==> config.mk <==
export PLATFORM = sky130hd
export DESIGN_NAME = serial_add_sequencer_flat
export DESIGN_NICKNAME = d
export VERILOG_FILES = /design/src/rtl/serial_add_sequencer_pkg.sv /design/src/rtl/serial_add_sequencer_if.sv /design/src/rtl/full_adder_1b.sv /design/src/rtl/half_adder.sv /design/src/rtl/serial_add_sequencer.sv /design/src/flat_wrapper.sv
export SDC_FILE = /design/constraint.sdc
export NUM_CORES = 1
export LEC_CHECK = 0
export BUFFER_PORTS_ARGS = -buffer_cell sky130_fd_sc_hd__buf_2
export CAP_MARGIN = 0
export CORE_UTILIZATION = 40
export CTS_CLUSTER_SIZE = 28
export DETAILED_ROUTE_END_ITERATION = 7
export MAX_ROUTING_LAYER = met4
export SLEW_MARGIN = 10
export SYNTH_ARGS = -nofsm -noshare
export SYNTH_HDL_FRONTEND = slang
export SYNTH_SLANG_ARGS = --single-unit
==> constraint.sdc <==
create_clock -name clk -period 1.3 [get_ports clk]
set_clock_uncertainty 0.05 [all_clocks]
set_input_delay 0.26 -clock clk [delete_from_list [all_inputs] [get_ports clk]]
set_output_delay 0.26 -clock clk [all_outputs]
set_load 0.005 [all_outputs]
==> src/rtl/serial_add_sequencer_pkg.sv <==
// ============================================================================
// Module   : serial_add_sequencer_pkg
// Brief    : FSM state encoding and sizing helper for the bit-serial adder.
// Revision : 1.0
// ============================================================================
`default_nettype none

package serial_add_sequencer_pkg;

   localparam logic [1:0] S_IDLE = 2'd0;
   localparam logic [1:0] S_RUN  = 2'd1;
   localparam logic [1:0] S_DONE = 2'd2;

   // Bit counter needs at least one bit even when WIDTH is 1.
   function automatic int idx_width(input int w);
      return (w > 1) ? $clog2(w) : 1;
   endfunction

endpackage

`default_nettype wire

==> src/rtl/serial_add_sequencer_if.sv <==
// ============================================================================
// Module   : serial_add_sequencer_if
// Brief    : Start/busy/done request bus between a requester and the adder.
// Revision : 1.0
// ============================================================================
`default_nettype none

interface serial_add_sequencer_if #(
   parameter int WIDTH = 8
);
   logic             start;
   logic [WIDTH-1:0] a;
   logic [WIDTH-1:0] b;
   logic             cin;
   logic             busy;
   logic             done;
   logic [WIDTH-1:0] sum;
   logic             cout;

   modport master (output start, a, b, cin, input  busy, done, sum, cout);
   modport slave  (input  start, a, b, cin, output busy, done, sum, cout);
endinterface

`default_nettype wire

==> src/rtl/full_adder_1b.sv <==
// ============================================================================
// Module   : full_adder_1b
// Brief    : One-bit full adder from two half adders and an OR gate.
// Revision : 1.0
// ============================================================================
`default_nettype none

module full_adder_1b (
   input  wire logic a,
   input  wire logic b,
   input  wire logic ci,
   output logic      s,
   output logic      co
);
   logic w_s1;
   logic w_c1;
   logic w_c2;

   half_adder u_ha0 (.a(a),    .b(b),  .s(w_s1), .c(w_c1));
   half_adder u_ha1 (.a(w_s1), .b(ci), .s(s),    .c(w_c2));

   assign co = w_c1 | w_c2;
endmodule

`default_nettype wire

==> src/rtl/half_adder.sv <==
// ============================================================================
// Module   : half_adder
// Brief    : One-bit half adder cell.
// Revision : 1.0
// ============================================================================
`default_nettype none

module half_adder (
   input  wire logic a,
   input  wire logic b,
   output logic      s,
   output logic      c
);
   assign s = a ^ b;
   assign c = a & b;
endmodule

`default_nettype wire

==> src/rtl/serial_add_sequencer.sv <==
// ============================================================================
// Module   : serial_add_sequencer
// Brief    : Bit-serial WIDTH-bit adder sharing one full adder over all bits.
// Revision : 1.0
// ============================================================================
`default_nettype none

module serial_add_sequencer
   import serial_add_sequencer_pkg::*;
#(
   parameter int WIDTH = 8
) (
   input  wire logic             clk,
   input  wire logic             rst,
   serial_add_sequencer_if.slave bus
);
   localparam int              c_IDX_W = idx_width(WIDTH);
   localparam int              c_RES_W = (WIDTH > 1) ? WIDTH - 1 : 1;
   localparam logic [c_IDX_W-1:0] c_LAST = c_IDX_W'(WIDTH - 1);

   logic [1:0]         r_state;
   logic [1:0]         w_next;
   logic [WIDTH-1:0]   r_a;
   logic [WIDTH-1:0]   r_b;
   logic               r_carry;
   logic [c_IDX_W-1:0] r_idx;
   logic [c_RES_W-1:0] r_res;
   logic [WIDTH-1:0]   r_sum;
   logic               r_cout;
   logic               w_fa_s;
   logic               w_fa_co;
   logic               w_accept;
   logic               w_last;
   logic [WIDTH-1:0]   w_res_shift;
   logic [c_RES_W-1:0] w_res_next;

   full_adder_1b u_fa (
      .a (r_a[0]),
      .b (r_b[0]),
      .ci(r_carry),
      .s (w_fa_s),
      .co(w_fa_co)
   );

   assign w_accept = bus.start && ((r_state == S_IDLE) || (r_state == S_DONE));
   assign w_last   = (r_idx == c_LAST);

   // Only the WIDTH-1 earlier sum bits are stored; the current bit joins at the MSB.
   if (WIDTH == 1) begin : g_w1
      assign w_res_shift = w_fa_s;
      assign w_res_next  = '0;
   end else begin : g_wn
      assign w_res_shift = {w_fa_s, r_res};
      assign w_res_next  = w_res_shift[WIDTH-1:1];
   end

   always_ff @(posedge clk) begin
      if (rst) begin
         r_state <= S_IDLE;
      end else begin
         r_state <= w_next;
      end
   end

   always_comb begin
      w_next = S_IDLE;
      case (r_state)
         S_IDLE:  w_next = bus.start ? S_RUN : S_IDLE;
         S_RUN:   w_next = w_last ? S_DONE : S_RUN;
         S_DONE:  w_next = bus.start ? S_RUN : S_IDLE;
         default: w_next = S_IDLE;
      endcase
   end

   always_comb begin
      bus.busy = (r_state == S_RUN);
      bus.done = (r_state == S_DONE);
      bus.sum  = r_sum;
      bus.cout = r_cout;
   end

   always_ff @(posedge clk) begin
      if (rst) begin
         r_a     <= '0;
         r_b     <= '0;
         r_carry <= 1'b0;
         r_idx   <= '0;
         r_res   <= '0;
         r_sum   <= '0;
         r_cout  <= 1'b0;
      end else if (w_accept) begin
         r_a     <= bus.a;
         r_b     <= bus.b;
         r_carry <= bus.cin;
         r_idx   <= '0;
         r_res   <= '0;
      end else if (r_state == S_RUN) begin
         r_a     <= r_a >> 1;
         r_b     <= r_b >> 1;
         r_carry <= w_fa_co;
         r_res   <= w_res_next;
         if (w_last) begin
            r_sum  <= w_res_shift;
            r_cout <= w_fa_co;
         end else begin
            r_idx  <= r_idx + c_IDX_W'(1);
         end
      end
   end

endmodule

`default_nettype wire
==> src/flat_wrapper.sv <==
// flat-port wrapper written by rule: the top's interface ports become plain ports
module serial_add_sequencer_flat import serial_add_sequencer_pkg::*;
#(
   parameter int WIDTH = 8
)
  (clk, rst, bus_start, bus_a, bus_b, bus_cin, bus_busy, bus_done, bus_sum, bus_cout);
  serial_add_sequencer_if #(.WIDTH(WIDTH)) bus_i ();
  input  wire logic clk;
  input  wire logic rst;
  input wire logic [$bits(bus_i.start)-1:0] bus_start;
  input wire logic [$bits(bus_i.a)-1:0] bus_a;
  input wire logic [$bits(bus_i.b)-1:0] bus_b;
  input wire logic [$bits(bus_i.cin)-1:0] bus_cin;
  output wire logic [$bits(bus_i.busy)-1:0] bus_busy;
  output wire logic [$bits(bus_i.done)-1:0] bus_done;
  output wire logic [$bits(bus_i.sum)-1:0] bus_sum;
  output wire logic [$bits(bus_i.cout)-1:0] bus_cout;
  assign bus_i.start = bus_start;
  assign bus_i.a = bus_a;
  assign bus_i.b = bus_b;
  assign bus_i.cin = bus_cin;
  assign bus_busy = bus_i.busy;
  assign bus_done = bus_i.done;
  assign bus_sum = bus_i.sum;
  assign bus_cout = bus_i.cout;
  serial_add_sequencer #(.WIDTH(WIDTH)) u_core (.clk(clk), .rst(rst), .bus(bus_i));
endmodule
==> results.py <==
metrics = {
    "run_status": {
        "outcome": "finished clean",
    },
    "timing": {
        "finalWorstSetupSlack_ns": 0.00942,
        "finalWorstPathRequiredPeriod_ns": 1.29,
        "rsz0062_at_grt": "true",
        "tightest_slew_ns": 0.416,
        "setup_viol": 0,
        "timing_hold_violations_final": 0,
        "fin_worst_hold_slack_ns": 0.167,
        "post-route-period-util_pct": 99.3,
        "timing.final.max_slew_violations": 0,
        "slew_headroom_pct": 72.3,
        "fmax_ghz": 0.775,
    },
    "power_and_ir_drop": {
        "pwr-share-clk_pct": 34.9,
        "leakage_nw": 0.763,
        "ir_drop_uv": 718,
        "power.net_switching_w": 0.000628,
        "share_seq_of_total_power_pct": 51.7,
        "combinationalPowerShare_pct": 13.4,
        "p_sw_share_pct": 25.9,
        "power_per_cell_area_nw_per_um2": 1230,
        "p_int_w": 0.00179,
        "design_power_total_w": 0.00242,
    },
    "place": {
        "port-buffer-count": 30,
        "routabilityCongestion": 0.719,
        "detailed_place_hpwl_um": 2280,
        "dpl_cell_area_um2": 1760,
        "dpl_worst_slack_ns": -0.0556,
    },
    "hold_path": {
        "whs_path_depth": 3,
        "min-delay-path-class": "primary input to register",
    },
    "synth": {
        "fraction_of_the_mapped_netlist_area_in_simple_logic_gates_pct": 24.0,
        "async_flop_share_pct": 0,
        "synth_seq_cells": 38,
        "synthesis.area_um2": 1540,
        "synth_mux_area_share_pct": 0.652,
        "main_synth_ff_type": "sky130_fd_sc_hd__dfxtp_1",
        "largest_family_of_logic_cells_by_synthesized_area": "simple AND/OR/NAND/NOR gates",
        "yosys.area_share.xor_xnor_pct": 0.570,
        "synth.most_common_cell": "sky130_fd_sc_hd__nand2_1",
        "synth.net_count": 202,
        "netlist_top_cells_count": "sky130_fd_sc_hd__nand2_1, sky130_fd_sc_hd__dfxtp_1, sky130_fd_sc_hd__a21oi_1",
        "netlist-cell-type-count": 25,
        "synth-edff-count": 0,
        "yosys-top-cells-area": "sky130_fd_sc_hd__dfxtp_1, sky130_fd_sc_hd__nand2_1, sky130_fd_sc_hd__a21oi_1",
        "syn_inst": 179,
        "synthesis.yosys.warnings": 0,
        "synth_seq_area_share_pct": 49.6,
        "post_synth.cell_area_avg_um2": 8.58,
        "yosys.area_share.adder_pct": 2.93,
        "yosysTopAreaCell": "sky130_fd_sc_hd__dfxtp_1",
        "synth.top_cell.area_share_pct": 49.6,
        "synth_compound_area_share_pct": 16.5,
    },
    "final_layout": {
        "final_net_count": 241,
        "post_route_cells_drive_above_1_share_pct": 31.1,
        "post-route-cell-area_um2": 1970,
        "fillerInstances": 363,
        "antenna_cells": 0,
        "areaGrowthSynthToFinish_pct": 28.4,
    },
    "critical_path": {
        "crit_fanout": 4,
        "setup.worst_path.start_class": "register",
        "critical_path_depth": 5,
        "cell_at_the_slowest_stage_of_the_critical_path": "sky130_fd_sc_hd__dfxtp_2",
        "cp_slowest_stage_delay_ns": 0.34,
        "timing.setup.critical_path_class": "register to register",
        "worstRegToRegCells": 5,
        "critical_path_required_ns": 1.42,
        "path_common_cell": "sky130_fd_sc_hd__ha_4",
        "cp.buffers_inverters": 0,
        "worstPathArrival_ns": 1.41,
        "crit_path_cell_trace": "ha_4, ha_4, nor3b_4, xnor2_1, nor2_1",
        "crit_family": "flip-flops",
        "critical_path.endpoint_type": "register",
    },
    "grt": {
        "grt_first_pass_wirelength_um": 6150,
        "globalRoute.totalOverflow": 0,
        "grt_max_degree": 26,
        "globalRouteTotalUtil_pct": 20.4,
        "antenna_violations_before_repair": 0,
        "groute.layer.met3.usage_pct": 6.25,
        "global_route.usage.met1_pct": 23.6,
        "groute.layer.met2.usage_pct": 32.2,
        "grt_busiest_layer": "met2",
        "first_global_vias": 1376,
    },
    "clock_tree": {
        "clk_pin_slew_worst_paths_ns": 0.07,
        "buffer_type_at_the_clock_tree_root": "sky130_fd_sc_hd__clkbuf_8",
        "clkSinkCount": 38,
        "cts.path.max_buffers": 2,
        "worst_skew_pair.late_latency_ns": 0.29,
        "htree_levels": 2,
        "postCtsHoldBufs": 0,
        "cts_tree": "yes",
        "cts-buffers-inserted": 5,
    },
    "drt": {
        "drt-total-wl_um": 3480,
        "post-route-drc-count": 0,
        "dr.pass1.iters": 4,
        "average_wire_per_standard_cell_um": 13.0,
        "drt_first_iter_violations": 57,
        "drtAntennaViolNets": 0,
        "dr_total_vias": 1398,
        "post_drt_via_cell_ratio": 5.24,
    },
    "floorplanning": {
        "die_y_um": 64.0,
        "design.portCount": 31,
        "design.die.area_um2": 4090,
        "core.rowCount": 22,
        "floorplan.initialDensity_pct": 41.9,
        "die_w_um": 64.0,
        "placeableCoreArea_um2": 3660,
    },
    "run": {
        "timing.max_cap.violations": 0,
    },
}
[timing repair]
action	4_1_cts	5_1_grt
gates resized for setup	15	8
pin swaps	2	4
endpoints found under the setup margin	11	20
buffers inserted	3	1
cloned	1	0
[metal layers]
layer	up-vias	routed length, um
li1	695	-
met1	659	1560
met2	38	1690
met3	6	178
met4	0	41
met5	-	0
[cells in the final DEF (no fill, tap or decap), types with 2 or more instances in the layout]
| cell | netlist | layout |
|---|---|---|
| sky130_fd_sc_hd__nand2_1 | 40 | 40 |
| sky130_fd_sc_hd__dfxtp_1 | 38 | 34 |
| sky130_fd_sc_hd__buf_2 | 6 | 29 |
| sky130_fd_sc_hd__a21oi_1 | 21 | 20 |
| sky130_fd_sc_hd__nor3_1 | 13 | 13 |
| sky130_fd_sc_hd__nand3_1 | 12 | 12 |
| sky130_fd_sc_hd__nor2_1 | 11 | 11 |
| sky130_fd_sc_hd__buf_4 | 2 | 10 |
| sky130_fd_sc_hd__o22ai_1 | 6 | 6 |
| sky130_fd_sc_hd__clkbuf_8 | 0 | 6 |
| sky130_fd_sc_hd__a311oi_2 | 4 | 4 |
| sky130_fd_sc_hd__buf_6 | 2 | 4 |
| sky130_fd_sc_hd__a311oi_1 | 3 | 3 |
| sky130_fd_sc_hd__nor2b_1 | 2 | 2 |
| sky130_fd_sc_hd__nand2b_1 | 3 | 2 |
| sky130_fd_sc_hd__a22oi_1 | 2 | 2 |
| sky130_fd_sc_hd__ha_4 | 0 | 2 |
| sky130_fd_sc_hd__dfxtp_2 | 0 | 2 |
| sky130_fd_sc_hd__dfxtp_4 | 0 | 2 |
[power groups by stage]
stage / registers [W] / logic (W) / clock network (W)
2_1_floorplan: 0.00127 / 0.000206 / 0
3_3_place_gp: 0.00127 / 0.000277 / 0
3_5_place_dp: 0.00128 / 0.000288 / 0
4_1_cts: 0.00125 / 0.000315 / 0.000868
5_1_grt: 0.00126 / 0.000362 / 0.000927
6_report: 0.00125 / 0.000325 / 0.000844
[final cells by class]
cell class | instances | area, um2 | area share, %
clock buffers | 6 | 82.6 | 4.19
clock inverters | 2 | 12.5 | 0.635
inverters | 1 | 11.3 | 0.571
multi-input cells | 126 | 728 | 36.9
flip-flops and latches | 38 | 771 | 39.1
well taps | 48 | 60.1 | 3.05
repair buffers | 45 | 300 | 15.2
repair inverters | 1 | 6.26 | 0.317
[logic make-up after synthesis]
| kind of cell | count (synthesis) |
|---|---|
| and+or+nand+nor | 83 |
| AOI/OAI and AO/OA | 38 |
| DFF | 38 |
| buffers and inverters | 15 |
| adders and majority gates | 3 |
| xor gates and xnor gates | 1 |
| muxes | 1 |
[stage by stage]
step / instances / utilization [%] / setup TNS, ns
after floorplan: 179 / - / 0
after global placement: 254 / 48.1 / -0.0221
after detailed placement: 254 / 48.1 / -0.177
after CTS: 266 / 52.9 / -0.0148
after global routing: 267 / 53.9 / -0.227
final: 267 / 53.9 / 0
[worst paths after layout]
check / from / slack (ns) / to
max: u_core.r_idx[0] / 0.009 / u_core.r_idx[0]
min: bus_b[7] / 0.17 / u_core.r_b[7]
max reg2reg: u_core.r_idx[0] / 0.009 / u_core.r_idx[0]
min reg2reg: u_core.bus.sum[6] / 0.40 / u_core.bus.sum[6]
[registers in the layout (all words and copies together) (netlist names)]
name,flops
u_core.bus.cout,1
u_core.bus.sum,8
u_core.r_a,8
u_core.r_b,8
u_core.r_carry,1
u_core.r_idx,3
u_core.r_res,7
u_core.r_state,2
[worst reg2reg max path, stage by stage, from the launching register on]
cell                      delay, ns
sky130_fd_sc_hd__dfxtp_2       0.34
sky130_fd_sc_hd__ha_4          0.16
sky130_fd_sc_hd__ha_4          0.17
sky130_fd_sc_hd__nor3b_4       0.25
sky130_fd_sc_hd__xnor2_1       0.16
sky130_fd_sc_hd__nor2_1        0.05
Power figures use the tool's default switching activity.
